**src/rtl/alu_bist_pkg.sv**
```systemverilog
// Shared constants and types for the ALU built-in self-test sequencer:
// opcode table, LFSR/MISR polynomials, operand scrambling mask and FSM states.
package alu_bist_pkg;

   localparam int NUM_OPS = 10;

   // Entry i is the opcode issued when op_idx == i (entry 0 is the rightmost).
   localparam logic [NUM_OPS-1:0][3:0] OP_TABLE = {
      4'b1001, 4'b1000, 4'b0111, 4'b0110, 4'b0101,
      4'b0100, 4'b0011, 4'b0010, 4'b0001, 4'b0000
   };

   localparam logic [31:0] LFSR_POLY = 32'h8020_0003;
   localparam logic [31:0] MISR_POLY = 32'h04C1_1DB7;
   localparam logic [31:0] SRCB_XOR  = 32'h5A5A_5A5A;

   localparam logic [3:0] OP_SLL = 4'b0101;
   localparam logic [3:0] OP_SRL = 4'b0110;
   localparam logic [3:0] OP_SRA = 4'b0111;

   function automatic logic isShiftOp(input logic [3:0] op);
      return (op == OP_SLL) || (op == OP_SRL) || (op == OP_SRA);
   endfunction

   typedef enum logic [1:0] {IDLE, RUN, DONE} state_t;

endpackage

```
**src/rtl/alu_bist_misr.sv**
```systemverilog
// Multiple-input signature register: shifts left with polynomial feedback and
// folds in one data word per enabled cycle. Clear has priority over enable.
module alu_bist_misr
   import alu_bist_pkg::*;
#(
   parameter int               WIDTH = 32,
   parameter logic [WIDTH-1:0] POLY  = MISR_POLY
) (
   input  logic             clk,
   input  logic             reset,
   input  logic             clear_i,
   input  logic             enable_i,
   input  logic [WIDTH-1:0] data_i,
   output logic [WIDTH-1:0] sig_o,
   output logic [WIDTH-1:0] sigNext_o
);

   logic [WIDTH-1:0] sig_q;

   assign sigNext_o = {sig_q[WIDTH-2:0], 1'b0} ^ (sig_q[WIDTH-1] ? POLY : '0) ^ data_i;
   assign sig_o     = sig_q;

   always_ff @(posedge clk) begin
      if (reset || clear_i) begin
         sig_q <= '0;
      end else if (enable_i) begin
         sig_q <= sigNext_o;
      end
   end

endmodule

```
**src/rtl/alu_bist.sv**
```systemverilog
// BIST sequencer: drives pseudo-random operand pairs through all ten ALU
// operations and compacts ALUResult into a MISR. Optional golden comparison
// is built only when ALU_BIST_COMPARE_EN is defined; otherwise pass is 0.
module alu_bist
   import alu_bist_pkg::*;
#(
   parameter int                    DATA_WIDTH    = 32,
   parameter int                    OPCODE_LENGTH = 4,
   parameter int                    NUM_VECTORS   = 256,
   parameter logic [DATA_WIDTH-1:0] SEED          = 32'hACE1_2345,
   parameter logic [DATA_WIDTH-1:0] GOLDEN_SIG    = 32'h0000_0000
) (
   input  logic                     clk,
   input  logic                     reset,
   input  logic                     start,
   output logic                     busy,
   output logic                     done,
   output logic                     pass,
   output logic [DATA_WIDTH-1:0]    signature,
   output logic [DATA_WIDTH-1:0]    SrcA,
   output logic [DATA_WIDTH-1:0]    SrcB,
   output logic [OPCODE_LENGTH-1:0] Operation,
   input  logic [DATA_WIDTH-1:0]    ALUResult
);

   localparam int CNT_W = (NUM_VECTORS > 1) ? $clog2(NUM_VECTORS) : 1;
   localparam logic [CNT_W-1:0] LAST_VEC = CNT_W'(NUM_VECTORS - 1);

   state_t                   state_q, state_d;
   logic [DATA_WIDTH-1:0]    lfsr_q, lfsr_d;
   logic [3:0]               opIdx_q, opIdx_d;
   logic [CNT_W-1:0]         vecCnt_q, vecCnt_d;
   logic [DATA_WIDTH-1:0]    srcA_q, srcA_d, srcB_q, srcB_d, sig_q, sig_d;
   logic [OPCODE_LENGTH-1:0] op_q, op_d;
   logic                     busy_q, busy_d, done_q, done_d, pass_q, pass_d;
   logic                     present, misrClear, misrEnable, matchGolden;
   logic [3:0]               nextOp;
   logic [DATA_WIDTH-1:0]    misrNext, unusedMisrSig;

   alu_bist_misr #(.WIDTH(DATA_WIDTH), .POLY(MISR_POLY)) misrInst (
      .clk       (clk),
      .reset     (reset),
      .clear_i   (misrClear),
      .enable_i  (misrEnable),
      .data_i    (ALUResult),
      .sig_o     (unusedMisrSig),
      .sigNext_o (misrNext)
   );

`ifdef ALU_BIST_COMPARE_EN
   assign matchGolden = (misrNext == GOLDEN_SIG);
`else
   logic unusedGolden;
   assign unusedGolden = ^GOLDEN_SIG;
   assign matchGolden  = 1'b0;
`endif

   always_ff @(posedge clk) begin
      if (reset) begin
         state_q  <= IDLE;
         lfsr_q   <= '0;
         opIdx_q  <= '0;
         vecCnt_q <= '0;
         srcA_q   <= '0;
         srcB_q   <= '0;
         op_q     <= '0;
         busy_q   <= 1'b0;
         done_q   <= 1'b0;
         pass_q   <= 1'b0;
         sig_q    <= '0;
      end else begin
         state_q  <= state_d;
         lfsr_q   <= lfsr_d;
         opIdx_q  <= opIdx_d;
         vecCnt_q <= vecCnt_d;
         srcA_q   <= srcA_d;
         srcB_q   <= srcB_d;
         op_q     <= op_d;
         busy_q   <= busy_d;
         done_q   <= done_d;
         pass_q   <= pass_d;
         sig_q    <= sig_d;
      end
   end

   // The registered ALU-side outputs are built from the *next* LFSR/op index,
   // so the vector seen in a cycle is the one whose result the MISR absorbs.
   always_comb begin
      state_d    = state_q;
      lfsr_d     = lfsr_q;
      opIdx_d    = opIdx_q;
      vecCnt_d   = vecCnt_q;
      done_d     = done_q;
      pass_d     = pass_q;
      sig_d      = sig_q;
      present    = 1'b0;
      misrClear  = 1'b0;
      misrEnable = 1'b0;
      case (state_q)
         IDLE, DONE: begin
            if (start) begin
               state_d   = RUN;
               lfsr_d    = SEED;
               opIdx_d   = '0;
               vecCnt_d  = '0;
               done_d    = 1'b0;
               pass_d    = 1'b0;
               misrClear = 1'b1;
               present   = 1'b1;
            end
         end
         RUN: begin
            misrEnable = 1'b1;
            if (opIdx_q == 4'(NUM_OPS - 1)) begin
               opIdx_d  = '0;
               lfsr_d   = {lfsr_q[DATA_WIDTH-2:0], 1'b0} ^ (lfsr_q[DATA_WIDTH-1] ? LFSR_POLY : '0);
               vecCnt_d = vecCnt_q + 1'b1;
               if (vecCnt_q == LAST_VEC) begin
                  state_d = DONE;
                  done_d  = 1'b1;
                  sig_d   = misrNext;
                  pass_d  = matchGolden;
               end else begin
                  present = 1'b1;
               end
            end else begin
               opIdx_d = opIdx_q + 4'd1;
               present = 1'b1;
            end
         end
         default: state_d = IDLE;
      endcase

      nextOp = OP_TABLE[opIdx_d];
      busy_d = present;
      srcA_d = present ? lfsr_d : '0;
      srcB_d = '0;
      op_d   = '0;
      if (present) begin
         srcB_d = {lfsr_d[15:0], lfsr_d[31:16]} ^ SRCB_XOR;
         if (isShiftOp(nextOp)) begin
            srcB_d[DATA_WIDTH-1:5] = '0;
         end
         op_d = OPCODE_LENGTH'(nextOp);
      end
   end

   assign busy      = busy_q;
   assign done      = done_q;
   assign pass      = pass_q;
   assign signature = sig_q;
   assign SrcA      = srcA_q;
   assign SrcB      = srcB_q;
   assign Operation = op_q;

endmodule
```
**config.mk**
```make
export PLATFORM = sky130hd
export DESIGN_NAME = alu_bist
export DESIGN_NICKNAME = d
export VERILOG_FILES = /design/src/rtl/alu_bist_pkg.sv /design/src/rtl/alu_bist_misr.sv /design/src/rtl/alu_bist.sv
export SDC_FILE = /design/constraint.sdc
export NUM_CORES = 1
export LEC_CHECK = 0
export BUFFER_PORTS_ARGS = -buffer_cell sky130_fd_sc_hd__buf_2
export CAP_MARGIN = 20
export CORE_AREA = 2 2 108 110
export CTS_CLUSTER_DIAMETER = 60
export DETAILED_ROUTE_END_ITERATION = 10
export DIE_AREA = 0 0 110 112
export PLACE_DENSITY = 0.79
export SLEW_MARGIN = 20
export SYNTH_ARGS = -nofsm -noshare
export SYNTH_HDL_FRONTEND = slang
export SYNTH_SLANG_ARGS = --single-unit
```
**constraint.sdc**
```tcl
create_clock -name clk -period 2.8 [get_ports clk]
set_input_delay 0.28 -clock clk [delete_from_list [all_inputs] [get_ports clk]]
set_output_delay 0.28 -clock clk [all_outputs]
set_load 0.05 [all_outputs]
```
Word level (Yosys, flattened, before mapping)
Memory sizes are Yosys's and may differ from the RTL's.
Cells that the tools add are included.
- equality and inequality tests: 10
- shift operators: 0
- reduce and logical (&&, ||, !) cells: 12
- mux-type cells: 29
- order comparisons: 1
- add/sub/neg operators: 2
- div/mod/pow operators: 0
- multiply operators: 0
- bitwise gates (word level): 5
- operators with widths (kind ; count):
    2-to-1 mux 32 bit ; 3
    bitwise XOR 32 bit ; 3
    case mux 32 bit (2 select lines) ; 1
    2-to-1 mux 27 bit ; 1
    2-to-1 mux 8 bit ; 2
    NOT 16 bit ; 1
    case mux 8 bit (2 select lines) ; 1
    == test 4 x 3 -> 1 bit, second input constant ; 3
    2-to-1 mux 4 bit ; 3
    2-to-1 mux 1 bit ; 10
    AND reduction 3 bit ; 3
    adder 8 x 1 -> 8 bit, second input constant ; 1
    == test 8 bit, second input constant ; 1
    case mux 4 bit (2 select lines) ; 1
    2-to-1 mux 2 bit ; 3
    inequality test 2 bit, second input constant ; 3
    case mux 1 bit (2 select lines) ; 3
    < comparator 4 x 5 -> 1 bit, second input constant ; 1
    adder 4 x 1 -> 4 bit, second input constant ; 1
    == test 4 bit, second input constant ; 1
    case mux 2 bit (2 select lines) ; 1
    AND reduction 4 bit ; 1
    OR reduction 2 bit ; 2
    logical OR 1 bit ; 3
    other kinds (6) ; 6
- input bits: 35
- memories kept: 1
- flip-flop bits (word level): 181
- RAM bits: 0
- bits in latches: 0
- memory bits (read-only): 64
- output and inout bits: 103
- word-level logic and storage cells: 73
- memory list (name ; depth ; bits a word ; rd ports ; clocked after Yosys merged registers in ; wr ports ; RTL line ; RTL):
    (name not given) ; 16 ; 4 ; 1 ; 0 ; 0 ; alu_bist.sv:134 ; nextOp = OP_TABLE[opIdx_d];

Longest topological paths before layout
Gate-level depths: netlist of run 1.
- depth after elaboration: 9
- gate-level depth with buffers: 9
- mapped depth without buffers: 7

By module
A second synthesis of run 1 with hierarchy kept.
- cells, all modules: 676
- area, all modules: 6518.8 um^2
- modules (own cells, without submodules) (module ; cells an instance ; times used ; sequential area each (um^2) ; area each (um^2)):
    alu_bist ; 538 ; 1 ; 2922.8 ; 4868.4
    alu_bist_misr ; 138 ; 1 ; 640.6 ; 1650.3

Worst setup path before layout of run 1
Ideal clock, no wire load.
- kind: register -> register
- from: register opIdx_q[0]
- to: register sig_q[10] (netlist: signature[10])
- data arrival time: 1.691 ns
- setup slack: 0.977 ns
- period minus slack after synthesis: 1.823 ns
- data required time: 2.668 ns
- library setup time: 0.132 ns
- cell stages (with the launch flop): 9
- buffers on the path: 2
- path through: dfxtp_1 ha_1 nand3b_1 nor2_1 buf_2 nand2_1 buf_2 nand2_1 a21oi_1
- word-level cells in the longest chain between the ends: 2
- ends and longest elaborated chain (item ; RTL line ; RTL):
    start: declaration ; alu_bist.sv:31 ; logic [3:0] opIdx_q, opIdx_d;
    start signal: assignment ; alu_bist.sv:74 ; opIdx_q <= opIdx_d;
    == test 4 bit ; alu_bist.sv:114 ; if (opIdx_q == 4'(NUM_OPS - 1)) begin
    AND reduction 3 bit (no line) ; n/a ;
    end signal: assignment ; alu_bist.sv:82 ; sig_q <= sig_d;
    end: declaration ; alu_bist.sv:33 ; logic [DATA_WIDTH-1:0] srcA_q, srcA_d, srcB_q, srcB_d, sig_q, sig_d;
No other way between the ends.
A chain may end at the register's enable or synchronous reset.

Worst setup path in the final report of run 1
- from: register opIdx_q[0]
- to: register sig_q[6] (netlist: signature[6])
The elaborated chain is that of the path after synthesis.

==> results.toml, run 1 <==
[setup_path]
crit_path_end_kind = "flip-flop"
cp.required_ns = 3.14
start_kind = "flip-flop"
crit_fanout = 51
reg2reg_depth = 7
slowest_delay_ns = 0.47
crit_family = "simple AND/OR/NAND/NOR gates"
r2r-end = "signature[6]"
crit_slowest_cell = "dfxtp_1"
crit_chain = "ha_1 -> and3b_1 -> nand2_1 -> nor2_4 -> buf_4 -> nor2_1 -> a211oi_1"
r2r_setup_slack_ns = 0.47
crit_buf_inv = 1
critical_path_class = "flip-flop to flip-flop"
rr_startpoint = "opIdx_q[0]"
cp.arrival_ns = 2.68

[final_layout]
syn_to_final_growth_pct = 21.6
fillerInstances = 879
design_area_um2 = 7580
drive_above_1_share = 0.238
multiInputGateArea_um2 = 2440
diodes = 0
nNetsFinal = 827
regArea_um2 = 3560

[timing]
finalHoldViolations = 0
relSlewSlack = 0.428
timing.fmax_mhz = 429
fin_skew_ns = 0.00584
tightestPinTransition_ns = 0.857
fin_crit_sh = 0.833
slew_viol_final = 0
rsz0062_at_grt = "false"
setup_violations = 0
tns_ns = 0
holdWs_ns = 0.168
period_needed_ns = 2.33

[die]
die_w_um = 110
die_y_um = 112
initial_core_util = 0.558
design.die.area_um2 = 12300
core_area_um2 = 11200
ioPinCount = 138
rows = 39

[synth]
synth-seq-cells = 178
avgSynthCellArea_um2 = 9.33
synth_common_cells = "178 x dfxtp_1, 139 x nor2_1, 63 x nand2_1, 52 x a21oi_1, 47 x xnor2_1"
synth_cells = 669
ys.flop_type = "dfxtp_1"
seq_area_frac_synth = 0.571
synth.top_cells.by_area = "dfxtp_1 57%, nor2_1 8.4%, xnor2_1 6.6%, a211oi_1 4.7%, a21oi_1 4.2%"
synth-async-reset-ratio = 0
yosysMostFrequentCell = "dfxtp_1"
synth.distinct_cells = 38
yosysTopAreaCell = "dfxtp_1"
syn-num-nets = 707
synth_edf_count = 0
synth_top_area_frac = 0.571
netlist_area_um2 = 6240
synthesis.yosys.warnings = 0

[cts]
clock_latency_ns = 0.43
cts_tree = "yes"
cts_buffers = 17
ctsHoldBuffers = 0
cts-root-buf = "clkbuf_16"
path_clk_slew_ns = 0.07
clock_sinks = 178
cts_buffer_depth = 2
cts_resized = 0
post-cts-setup-buffers = 0
htreeDepth = 4

[worst_hold_path]
hold_path.startpoint = "start"
hold_path_end = "state_q[1]"
min_path_type = "input pin to flip-flop"
worstHoldPathCells = 4

[grt]
grt_pass1_vias = 4767
grt_max_degree = 73
grt_overflow = 0
grt_pass1_wl_um = 21800
grt_util_all_layers = 0.226
antenna_found_initial = 0

[drt]
drt_wl_total_um = 13300
vias = 4927
ant_nets = 0
routedWlPerCell_um = 14.1
drtIter0Drc = 262
route.detailed.drc = 0
vias_per_cell = 5.21
dr.pass1.iters = 4

[placement]
placed_cell_area_um2 = 6970
port_buffers = 136
gp_congestion = 0.869
dp_hpwl_um = 8810

[status]
status = "finished clean"

[run]
max_cap_viol_count = 0

[pwr]
power_leakage_nw = 3.23
power_density_nw_per_um2 = 750
vdd_ir_drop_max_uv = 464
-- metal layers --
metal,GRT usage,share of wire
met2,0.373,0.48
met1,0.259,0.42
met4,0.0861,0.018
met3,0.0937,0.080
met5,0,0
-- worst max-delay path by stage --
stage | end | from | slack (ns) | cells after the start
floorplan | signature[10] | opIdx_q[0] | 0.98 | 8
global placement | SrcB[13] | opIdx_q[0] | 0.63 | 7
detailed placement | signature[29] | opIdx_q[0] | 0.54 | 7
CTS | signature[6] | opIdx_q[0] | 0.51 | 7
global route | signature[18] | opIdx_q[0] | 0.25 | 7
finish | signature[6] | opIdx_q[0] | 0.47 | 7
-- report_power, final --
group,total [mW],switching (mW),internal (mW)
registers,2.68,0.0516,2.62
clock network,2.43,1.07,1.36
logic,0.580,0.403,0.176
-- cells by family (layout without fill, tap and decap cells) --
logic type      Yosys count  after routing  share of synthesized area
compound gates          114            114                      0.116
flops                   178            178                      0.571
other cells               1              1                   0.000601
fa+ha+maj                 3              3                    0.00602
mux                       1              1                    0.00180
xor+xnor                 53             53                     0.0744
simple gates            270            270                      0.191
buf+inv                  49            182                     0.0395
-- worst min-delay path: cells and delay by family --
kind            cells  cell delay [ns]
compound gates      1             0.05
buf+inv             1             0.12
simple gates        2             0.09
-- metrics by stage --
stage | util | worst slack (ns) | std cells | power [mW]
3_3_place_gp | 0.624 | 0.634 | 913 | 3.30
5_1_grt | 0.679 | 0.248 | 945 | 5.88
4_1_cts | 0.679 | 0.512 | 945 | 5.73
3_5_place_dp | 0.624 | 0.538 | 913 | 3.31
2_1_floorplan | - | 0.977 | 669 | 3.18
6_report | 0.679 | 0.467 | 945 | 5.69
-- cells in the final DEF, fill, tap and decap left out, types with 17 or more instances in the layout --
| cell | synthesis | layout |
|---|---|---|
| dfxtp_1 | 178 | 178 |
| xnor2_1 | 47 | 47 |
| nand2_1 | 63 | 63 |
| a21oi_1 | 52 | 52 |
| nor2_1 | 139 | 137 |
| clkbuf_16 | 0 | 17 |
| and3_1 | 19 | 19 |
| buf_2 | 10 | 136 |
| a211oi_1 | 39 | 39 |
-- layout make-up --
class	instances	area share
multi-input cells	442	0.322
clock buffers	17	0.0561
repair buffers	147	0.101
clock inverters	15	0.0249
flip-flops and latches	178	0.470
well taps	143	0.0236
inverters	3	0.00313
-- state kept, by name (all words and copies together), names as in the netlist --
| register | cells |
|---|---|
| Operation | 4 |
| SrcA | 32 |
| SrcB | 30 |
| busy | 1 |
| done | 1 |
| lfsr_q | 32 |
| misrInst.sig_o | 32 |
| opIdx_q | 4 |
| signature | 32 |
| state_q | 2 |
| vecCnt_q | 8 |
Power figures use the tool's default switching activity.
==> run 2: changes to the inputs <==
--- a/config.mk
+++ b/config.mk
@@ -5,13 +5,14 @@
 export SDC_FILE = /design/constraint.sdc
 export NUM_CORES = 1
 export LEC_CHECK = 0
+export ABC_AREA = 1
 export BUFFER_PORTS_ARGS = -buffer_cell sky130_fd_sc_hd__buf_2
 export CAP_MARGIN = 20
-export CORE_AREA = 2 2 108 110
+export CORE_AREA = 2 2 113 115
 export CTS_CLUSTER_DIAMETER = 60
 export DETAILED_ROUTE_END_ITERATION = 10
-export DIE_AREA = 0 0 110 112
-export PLACE_DENSITY = 0.79
+export DIE_AREA = 0 0 115 117
+export PLACE_DENSITY = 0.75
 export SLEW_MARGIN = 20
 export SYNTH_ARGS = -nofsm -noshare
 export SYNTH_HDL_FRONTEND = slang
==> constraint.sdc (replaced) <==
create_clock -name clk -period 2.17 [get_ports clk]
set_input_delay 0.217 -clock clk [delete_from_list [all_inputs] [get_ports clk]]
set_output_delay 0.217 -clock clk [all_outputs]
set_load 0.05 [all_outputs]
==> run 2 against run 1 <==
Effect of this change:
- via count rose by 5.9%
- cell count rose by 14%
- sequential share of layout area fell by 1.3 points
- count of clock-buffer cells in the layout rose by 5
- critical path type unchanged
- synthesized area rose by 4.2%
- first-iteration DRC count fell by 2.3%
- synthesized cell count rose by 18%
- routed wire length rose by 3.7%
- critical path depth rose by 1
- global-route usage fell by 1.5 points
- largest cell class unchanged
==> results.toml, run 2 <==
[setup_path]
endpoint = "SrcA[7]"
crit_path_end_kind = "flip-flop"
rr_startpoint = "opIdx_q[0]"
crit_slowest_cell = "dfxtp_1"
crit_fanout = 11
cp.required_ns = 2.46
critical_path_class = "flip-flop to flip-flop"
reg2reg_depth = 8
slowest_delay_ns = 0.42
crit_chain = "ha_1 -> nand2_1 -> nor2_1 -> nand2_2 -> nand2_2 -> inv_1 -> a22oi_1 -> nor2_1"
cp.arrival_ns = 2.26
r2r-end = "SrcA[7]"
startpoint = "opIdx_q[0]"
r2r_setup_slack_ns = 0.21
start_kind = "flip-flop"

[synth]
avgSynthCellArea_um2 = 8.24
synth_common_cells = "181 x nor2_1, 178 x dfxtp_1, 107 x nand2_1, 80 x inv_1, 48 x o21ai_0"
synth_edf_count = 0
synth_top_area_frac = 0.548
synth-seq-cells = 178
seq_area_frac_synth = 0.548
yosysMostFrequentCell = "nor2_1"
netlist_area_um2 = 6500
synth.top_cells.by_area = "dfxtp_1 55%, nor2_1 10%, nand2_1 6.2%, inv_1 4.6%, xor2_1 4.4%"
synth_cells = 789
yosysTopAreaCell = "dfxtp_1"
synth-async-reset-ratio = 0
ys.flop_type = "dfxtp_1"
syn-num-nets = 827
synth.distinct_cells = 37
synthesis.yosys.warnings = 0

[grt]
antenna_found_initial = 1
grt_overflow = 0
grt_pass1_vias = 4810
grt_util_all_layers = 0.211
grt_pass1_wl_um = 22300
grt_max_degree = 43

[timing]
finalHoldViolations = 0
period_needed_ns = 1.96
tightestPinTransition_ns = 0.625
slew_viol_final = 0
tns_ns = 0
setup_ws_ns = 0.207
setup_violations = 0
fin_crit_sh = 0.905
rsz0062_at_grt = "false"
relSlewSlack = 0.583
holdWs_ns = 0.0664
timing.fmax_mhz = 509
fin_skew_ns = 0.00630

[drt]
dr.pass1.iters = 5
ant_nets = 0
vias_per_cell = 4.84
vias = 5217
routedWlPerCell_um = 12.8
drt_wl_total_um = 13800
route.detailed.drc = 0
drtIter0Drc = 256

[final_layout]
design_area_um2 = 7800
finish.utilization = 0.633
syn_to_final_growth_pct = 20.0
mostFrequentLayoutCells = "181 x nor2_1, 178 x dfxtp_1, 136 x buf_2"
drive_above_1_share = 0.210
nNetsFinal = 953
fillerInstances = 1062
mostFrequentLayoutCell = "nor2_1"

[placement]
port_buffers = 136
dp_hpwl_um = 9120
placed_cell_area_um2 = 7230
gp_congestion = 0.797
pre_cts_ws_ns = 0.190

[cts]
post-cts-setup-buffers = 0
cts_buffers = 17
clock_latency_ns = 0.43
clock_sinks = 178
cts_buffer_depth = 2
cts-root-buf = "clkbuf_16"
path_clk_slew_ns = 0.06
cts_tree = "yes"
htreeDepth = 4

[die]
initial_core_util = 0.528
die_w_um = 115
rows = 41
design.die.area_um2 = 13500
ioPinCount = 138
core_area_um2 = 12300
die_y_um = 117

[worst_hold_path]
min_path_type = "input pin to flip-flop"
worstHoldPathCells = 2

[pwr]
power_leakage_nw = 3.54
power_density_nw_per_um2 = 936
vdd_ir_drop_max_uv = 644

[status]
status = "finished clean"

[run]
max_cap_viol_count = 0
-- run 2: cell count changes after synthesis, moves of 33 or more --
cell | before | now
inv_1 | 2 | 80
nand2_1 | 63 | 107
nor2_1 | 139 | 181
o21ai_0 | 11 | 48
a211oi_1 | 39 | 3
xnor2_1 | 47 | 14
-- run 2: through the flow --
step | instances | power, mW
detailed placement | 1046 | 4.47
floorplan | 789 | 4.25
finish | 1079 | 7.30
global route | 1079 | 7.60
global placement | 1046 | 4.46
CTS | 1078 | 7.36
-- run 2: worst min path at each step --
stage	startpoint	slack [ns]	end
4_1_cts	reset	0.05	busy
3_3_place_gp	done	0.44	done
2_1_floorplan	reset	0.30	busy
6_report	reset	0.07	busy
5_1_grt	reset	0.06	busy
3_5_place_dp	done	0.45	done
-- run 2: cells by family (layout without fill, tap and decap cells) --
logic type	Yosys count	count (layout)	synth area share
buffers and inverters	127	266	0.0880
flip-flops	178	178	0.548
AO/OA/AOI/OAI	119	119	0.101
adder cells (fa/ha/maj)	3	3	0.00577
XOR/XNOR	47	47	0.0633
AND/OR/NAND/NOR	314	314	0.193
other	1	2	0.000577
-- run 2: repair_timing --
action	CTS	global route
hold buffers	0	0
resized for setup	0	1
setup endpoints to repair	0	1
-- run 2: critical path, delay by kind of cell, from the launching register on --
family	cells	cell delay (ns)
AOI/OAI and AO/OA	1	0.32
and+or+nand+nor	5	0.67
adders and majority gates	1	0.20
buffers and inverters	1	0.22
DFF	1	0.42
-- run 2: routing by layer --
layer / up-vias / global-route usage / wire length [µm]
li1: 2687 / - / -
met3: 21 / 0.0602 / 892
met2: 161 / 0.340 / 6140
met4: 0 / 0.0867 / 258
met5: - / 0 / 0
met1: 2348 / 0.269 / 6480
-- run 2: area by class of cell --
cell class / count / area (µm²) / share of cell area
Sequential cell: 178 / 3560 / 0.457
Multi-Input combinational cell: 484 / 2370 / 0.304
Timing Repair Buffer: 148 / 783 / 0.100
Clock buffer: 22 / 464 / 0.0595
Inverter: 86 / 325 / 0.0417
Tap cell: 150 / 188 / 0.0241
Clock inverter: 10 / 101 / 0.0130
Antenna cell: 1 / 2.50 / 0.000321
-- run 2: power breakdown --
| group | switching [mW] | internal, mW |
|---|---|---|
| clock network | 1.25 | 1.65 |
| registers | 0.0697 | 3.42 |
| logic | 0.665 | 0.246 |
